**src/rtl/ex_mem_pipe_stage.sv**
```systemverilog
// ---------------------------------------------------------------------------
// ex_mem_pipe_stage
//
// EX/MEM pipeline boundary register with valid/ready flow control. A main
// register drives the outputs, and a one-entry skid register catches the
// entry that arrives in the same cycle the memory stage first stalls. Because
// of the skid entry, in_ready depends only on registered state and never
// combinationally on out_ready. A synchronous flush kills both entries and
// any incoming one. A saturating counter tracks cycles in which an entry sits
// at the output while the memory stage is not ready.
//
// Ports:
//   clk        : clock, all state updates on rising edge
//   reset      : asynchronous, active-high reset
//   flush      : synchronous kill of held and incoming entries
//   in_valid   : execute stage presents an entry
//   in_ready   : stage can accept an entry this cycle (= ~skid_valid)
//   in_pc      : instruction PC
//   in_alu     : ALU result / effective address
//   in_data2   : store data (rs2)
//   in_rd      : destination register index
//   in_ctrl    : {branch, memread, memtoreg, memwrite, regwrite, zero}
//   out_valid  : entry present at output
//   out_ready  : memory stage consumes the entry
//   out_pc     : registered PC
//   out_alu    : registered ALU result
//   out_data2  : registered store data
//   out_rd     : registered destination register
//   out_ctrl   : registered control; side-effecting bits gated by out_valid
//   cnt_clr    : synchronous clear of stall_cnt
//   stall_cnt  : saturating count of cycles with out_valid & ~out_ready
// ---------------------------------------------------------------------------
module ex_mem_pipe_stage #(
  parameter int XLEN  = 64,
  parameter int RD_W  = 5,
  parameter int CNT_W = 16
) (
  input  logic             clk,
  input  logic             reset,
  input  logic             flush,
  input  logic             in_valid,
  output logic             in_ready,
  input  logic [XLEN-1:0]  in_pc,
  input  logic [XLEN-1:0]  in_alu,
  input  logic [XLEN-1:0]  in_data2,
  input  logic [RD_W-1:0]  in_rd,
  input  logic [5:0]       in_ctrl,
  output logic             out_valid,
  input  logic             out_ready,
  output logic [XLEN-1:0]  out_pc,
  output logic [XLEN-1:0]  out_alu,
  output logic [XLEN-1:0]  out_data2,
  output logic [RD_W-1:0]  out_rd,
  output logic [5:0]       out_ctrl,
  input  logic             cnt_clr,
  output logic [CNT_W-1:0] stall_cnt
);

  // Control bit positions inside the 6-bit control field.
  localparam int CTRL_BRANCH   = 5;
  localparam int CTRL_MEMREAD  = 4;
  localparam int CTRL_MEMTOREG = 3;
  localparam int CTRL_MEMWRITE = 2;
  localparam int CTRL_REGWRITE = 1;
  localparam int CTRL_ZERO     = 0;

  // Bits that cause side effects downstream and must read 0 on a bubble.
  localparam logic [5:0] CTRL_GATED_MASK = 6'b110110;

  localparam logic [CNT_W-1:0] CNT_MAX = {CNT_W{1'b1}};

  typedef struct packed {
    logic [XLEN-1:0] pc;
    logic [XLEN-1:0] alu;
    logic [XLEN-1:0] data2;
    logic [RD_W-1:0] rd;
    logic [5:0]      ctrl;
  } entry_t;

  // Storage
  entry_t           main_q,       main_d;
  entry_t           skid_q,       skid_d;
  logic             main_valid_q, main_valid_d;
  logic             skid_valid_q, skid_valid_d;
  logic [CNT_W-1:0] stall_cnt_q,  stall_cnt_d;

  // Handshake terms
  entry_t in_entry_s;
  logic   accept_s;
  logic   drain_s;
  logic   stalled_s;

  assign in_entry_s = '{pc: in_pc, alu: in_alu, data2: in_data2, rd: in_rd, ctrl: in_ctrl};

  // in_ready comes straight from a flop so the upstream ready path never
  // sees out_ready.
  assign in_ready  = ~skid_valid_q;
  assign accept_s  = in_valid & ~skid_valid_q;
  assign drain_s   = main_valid_q & out_ready;
  assign stalled_s = main_valid_q & ~out_ready;

  // Next state of the main and skid entries; flush dominates everything.
  always_comb begin
    main_d       = main_q;
    skid_d       = skid_q;
    main_valid_d = main_valid_q;
    skid_valid_d = skid_valid_q;
    if (flush) begin
      // Only the valid bits are cleared; stale data is harmless behind them.
      main_valid_d = 1'b0;
      skid_valid_d = 1'b0;
    end else if (skid_valid_q && drain_s) begin
      // in_ready is low while the skid is full, so nothing is accepted here.
      main_d       = skid_q;
      main_valid_d = 1'b1;
      skid_valid_d = 1'b0;
    end else if (accept_s && (!main_valid_q || drain_s)) begin
      main_d       = in_entry_s;
      main_valid_d = 1'b1;
    end else if (accept_s) begin
      // Main is full and not draining: park the entry in the skid.
      skid_d       = in_entry_s;
      skid_valid_d = 1'b1;
    end else if (drain_s) begin
      main_valid_d = 1'b0;
    end else begin
      main_valid_d = main_valid_q;
    end
  end

  // Next value of the saturating stall counter; clear beats increment.
  always_comb begin
    stall_cnt_d = stall_cnt_q;
    if (cnt_clr) begin
      stall_cnt_d = {CNT_W{1'b0}};
    end else if (stalled_s && (stall_cnt_q != CNT_MAX)) begin
      stall_cnt_d = stall_cnt_q + {{(CNT_W-1){1'b0}}, 1'b1};
    end else begin
      stall_cnt_d = stall_cnt_q;
    end
  end

  // State registers with asynchronous active-high reset.
  always_ff @(posedge clk or posedge reset) begin
    if (reset) begin
      main_q       <= '0;
      skid_q       <= '0;
      main_valid_q <= 1'b0;
      skid_valid_q <= 1'b0;
      stall_cnt_q  <= {CNT_W{1'b0}};
    end else begin
      main_q       <= main_d;
      skid_q       <= skid_d;
      main_valid_q <= main_valid_d;
      skid_valid_q <= skid_valid_d;
      stall_cnt_q  <= stall_cnt_d;
    end
  end

  // Outputs are taken directly from the main register; the control gating
  // is an AND of two flop outputs.
  assign out_valid = main_valid_q;
  assign out_pc    = main_q.pc;
  assign out_alu   = main_q.alu;
  assign out_data2 = main_q.data2;
  assign out_rd    = main_q.rd;
  assign stall_cnt = stall_cnt_q;

  assign out_ctrl[CTRL_BRANCH]   = main_q.ctrl[CTRL_BRANCH]   & main_valid_q;
  assign out_ctrl[CTRL_MEMREAD]  = main_q.ctrl[CTRL_MEMREAD]  & main_valid_q;
  assign out_ctrl[CTRL_MEMTOREG] = main_q.ctrl[CTRL_MEMTOREG];
  assign out_ctrl[CTRL_MEMWRITE] = main_q.ctrl[CTRL_MEMWRITE] & main_valid_q;
  assign out_ctrl[CTRL_REGWRITE] = main_q.ctrl[CTRL_REGWRITE] & main_valid_q;
  assign out_ctrl[CTRL_ZERO]     = main_q.ctrl[CTRL_ZERO];

endmodule

```
**config.mk**
```make
export PLATFORM = sky130hd
export DESIGN_NAME = ex_mem_pipe_stage
export DESIGN_NICKNAME = d
export VERILOG_FILES = /design/src/rtl/ex_mem_pipe_stage.sv
export SDC_FILE = /design/constraint.sdc
export NUM_CORES = 1
export LEC_CHECK = 0
export ABC_CLOCK_PERIOD_IN_PS = 17800
export CAP_MARGIN = 40
export CORE_ASPECT_RATIO = 0.5
export CORE_MARGIN = 1.5
export CORE_UTILIZATION = 51
export CTS_CLUSTER_DIAMETER = 50
export DETAILED_ROUTE_END_ITERATION = 10
export HOLD_SLACK_MARGIN = 0.12
export PLACE_DENSITY_LB_ADDON = 0.25
export RECOVER_POWER = 100
export SLEW_MARGIN = 10
export SYNTH_ARGS = -nofsm -noshare
export SYNTH_HDL_FRONTEND = slang
export SYNTH_SLANG_ARGS = --single-unit
```
**constraint.sdc**
```tcl
create_clock -name clk -period 17.8 [get_ports clk]
set_clock_uncertainty 0.2 [all_clocks]
set_input_delay 3.56 -clock clk [delete_from_list [all_inputs] [get_ports clk]]
set_output_delay 3.56 -clock clk [all_outputs]
set_load 0.01 [all_outputs]
```
==> flow_summary.yaml <==
clock_network:
  cts.htree.levels: 2
  cts-buffers-inserted: 40
  clk_path_buf_depth: 3
  post_cts_resized: 0
  cts_setup_buffers: 0
  cts_tree: "built"
  cts_root_buffer: "clkbuf_16"
  clkSinkCount: 424
  clk_latency_ns: 0.53
  cts.hold.buffers_added: 0
  clk_pin_slew_ns: 0.06
worst_setup_path:
  crit_path_start_kind: "input pin"
  rr_startpoint: "out_valid"
  crit_start: "out_ready"
  arrival_ns: 11.93
  crit_type: "input pin to register"
  reg2reg_depth: 8
  critPathRequiredTime_ns: 17.95
  crit_path_end_kind: "register"
  cp_max_fo: 91
yosys:
  ys_seq_area_frac: 0.552
  ys_ff_latch: 424
  synth_area_per_cell_um2: 10.3
  synth_cell_types: 42
  synth_top_area_share: 0.552
  synth_edf_count: 0
  synth-main-ff-cell: "dfrtp_1"
  ys_top_cells_by_area: "dfrtp_1 55%, mux2_2 11%, buf_4 8.7%"
  synth_warnings: 0
  synth_nets: 2068
  syn_area_um2: 19200
  synth_top_area_cell: "dfrtp_1"
  syn_inst: 1858
  async_flop_share: 1.00
die:
  boundaryPins: 430
  dieArea_um2: 38900
  die_h_um: 140
  row_count: 50
  fp.dieW_um: 277
  core_um2: 37200
  initial_utilization: 0.516
pwr:
  leakagePower_nw: 9.83
  peakVddDrop_v: 0.0000589
  power_density_nw_per_um2: 114
status:
  violations: "max-capacitance violations, max-slew violations"
  status: "finished, violations left"
timing:
  slew_viol_final: 669
  min_period_ns: 11.78
  relSlewSlack: -4.68
  setup_violations: 0
  hold_violations: 0
  setup_tns_ns: 0
  rsz0062_at_grt: "false"
  fmax_ghz: 0.0849
  worst_pin_slew_ns: 8.52
  fin_crit_sh: 0.662
min_path:
  hold_start: "skid_q[5]"
  whs_path_depth: 1
  hold_class: "register to register"
grt:
  grt_max_degree: 162
  grt_first_pass_wirelength_mm: 71.9
  antenna_found_initial: 6
  grt-ovfl-total: 0
  grt_pass1_vias: 13100
  grtUsageTotal: 0.230
cells_and_area:
  multi_input_area_um2: 6470
  area_growth_pct: 22.3
  n_fill_cell: 2999
  nets: 2244
  seq_area_um2: 10600
  drive_gt1_frac: 0.129
  final_core_util: 0.631
detailed_routing:
  wl_per_cell_um: 17.6
  vias: 13400
  routed_wl_mm: 45.1
  first_iter_violations: 902
  viasPerCell: 5.25
  antenna_left: 0
  drc: 0
  drtPass1Iterations: 7
placed_design:
  dp_hpwl_mm: 28.6
  place.gp.congestion: 0.819
  io_buffers: 429
flow_run:
  maxCapViolCount: 9
==> power by group <==
group,total (mW),switching (mW),internal [mW]
clock network,0.844,0.363,0.482
logic,0.538,0.231,0.307
registers,1.29,0.107,1.18
total,2.67,0.701,1.97
==> final timing paths <==
kind                       slack [ns]       endpoint
setup / recovery                 6.02  out_data2[24]
hold / removal                   0.29      skid_q[5]
setup reg to reg                 9.01  out_data2[24]
hold reg to reg                  0.29      skid_q[5]
max in group asynchronous        7.23     out_alu[6]
min in group asynchronous        3.42     out_pc[31]
==> metal layers <==
layer / global-route usage / vias to the layer above / wire (µm)
met5: 0 / - / 0
met4: 0.112 / 0 / 2270
met3: 0.0380 / 120 / 1680
met2: 0.397 / 295 / 23100
met1: 0.284 / 6596 / 18100
li1: - / 6427 / -
==> sequential cells by signal, summed over array words and instances (netlist names), 2 cells and up <==
register / flops
out_data2: 64
stall_cnt: 16
out_pc: 64
skid_q: 203
out_ctrl: 2
out_rd: 5
main_q: 4
out_alu: 64
==> metrics by stage <==
stage,hold WS [ns],instance area [µm²],power [mW],cells,worst slack [ns]
2_1_floorplan,0.258,19200,1.69,1858,2.24
6_report,0.288,23500,2.67,2561,6.02
5_1_grt,0.293,23500,2.81,2561,5.16
3_3_place_gp,0.267,22200,1.86,2479,9.50
3_5_place_dp,0.275,22400,1.88,2485,9.93
4_1_cts,0.289,23600,2.74,2554,10.47
==> cell type report <==
cell class	count	share of cell area
flip-flops and latches	424	0.452
multi-input cells	1114	0.276
repair buffers	449	0.191
clock buffers	60	0.0514
well taps	494	0.0263
clock inverters	9	0.00298
inverters	5	0.000852
diodes	6	0.000639
==> Yosys cell counts, types with 2 or more instances <==
cell type    n
dfrtp_1    424
and3_1       2
inv_1        4
a31oi_1    208
nand2_1    416
nand2b_1     2
nand4_1      4
nor2b_1      6
o21ai_0      4
a211oi_1     2
nor3_1       8
mux2_1      20
buf_4      223
nor2_1     215
nand3_1      3
buf_2       64
and2_1       5
a21oi_1      8
or3_1        2
mux2_2     189
clkbuf_1    28
==> layout by cell type, fill, tap and decap left out, types with 2 or more instances in the layout <==
| cell | Yosys | layout |
|---|---|---|
| a31oi_1 | 208 | 208 |
| or3_1 | 2 | 3 |
| a21oi_1 | 8 | 8 |
| clkbuf_1 | 28 | 18 |
| buf_4 | 223 | 6 |
| clkdlybuf4s50_1 | 0 | 207 |
| and4b_1 | 1 | 2 |
| clkbuf_16 | 0 | 41 |
| dfrtp_1 | 424 | 424 |
| o21ai_0 | 4 | 4 |
| nor2b_1 | 6 | 6 |
| dlygate4sd3_1 | 0 | 222 |
| a211oi_1 | 2 | 2 |
| mux2_1 | 20 | 21 |
| nand2b_1 | 2 | 2 |
| inv_1 | 4 | 4 |
| and2_1 | 5 | 4 |
| clkinv_2 | 0 | 8 |
| clkbuf_8 | 0 | 11 |
| nor2_1 | 215 | 215 |
| nand2_1 | 416 | 416 |
| nor3_1 | 8 | 9 |
| diode_2 | 0 | 6 |
| buf_16 | 0 | 3 |
| nand4_1 | 4 | 4 |
| mux2_2 | 189 | 188 |
| nand3_1 | 3 | 3 |
==> kinds of logic (layout without fill, tap and decap cells) <==
family / after synthesis / after routing / share of synthesized area
AOI/OAI and AO/OA: 227 / 227 / 0.0741
adders and majority gates: 1 / 1 / 0.000651
DFF: 424 / 424 / 0.552
muxes: 210 / 210 / 0.123
and+or+nand+nor: 676 / 676 / 0.139
buffers and inverters: 320 / 523 / 0.110
other: 0 / 6 / 0
==> critical path: stages <==
cell and delay [ns]:
dlygate4sd3_1 0.68, inv_1 0.11, a221oi_1 2.02, clkbuf_1 0.49, clkbuf_1 2.59, clkbuf_1 1.09
buf_16 0.36, buf_4 0.69, a31oi_1 0.20
No activity file was read; power rests on OpenSTA's default activity.
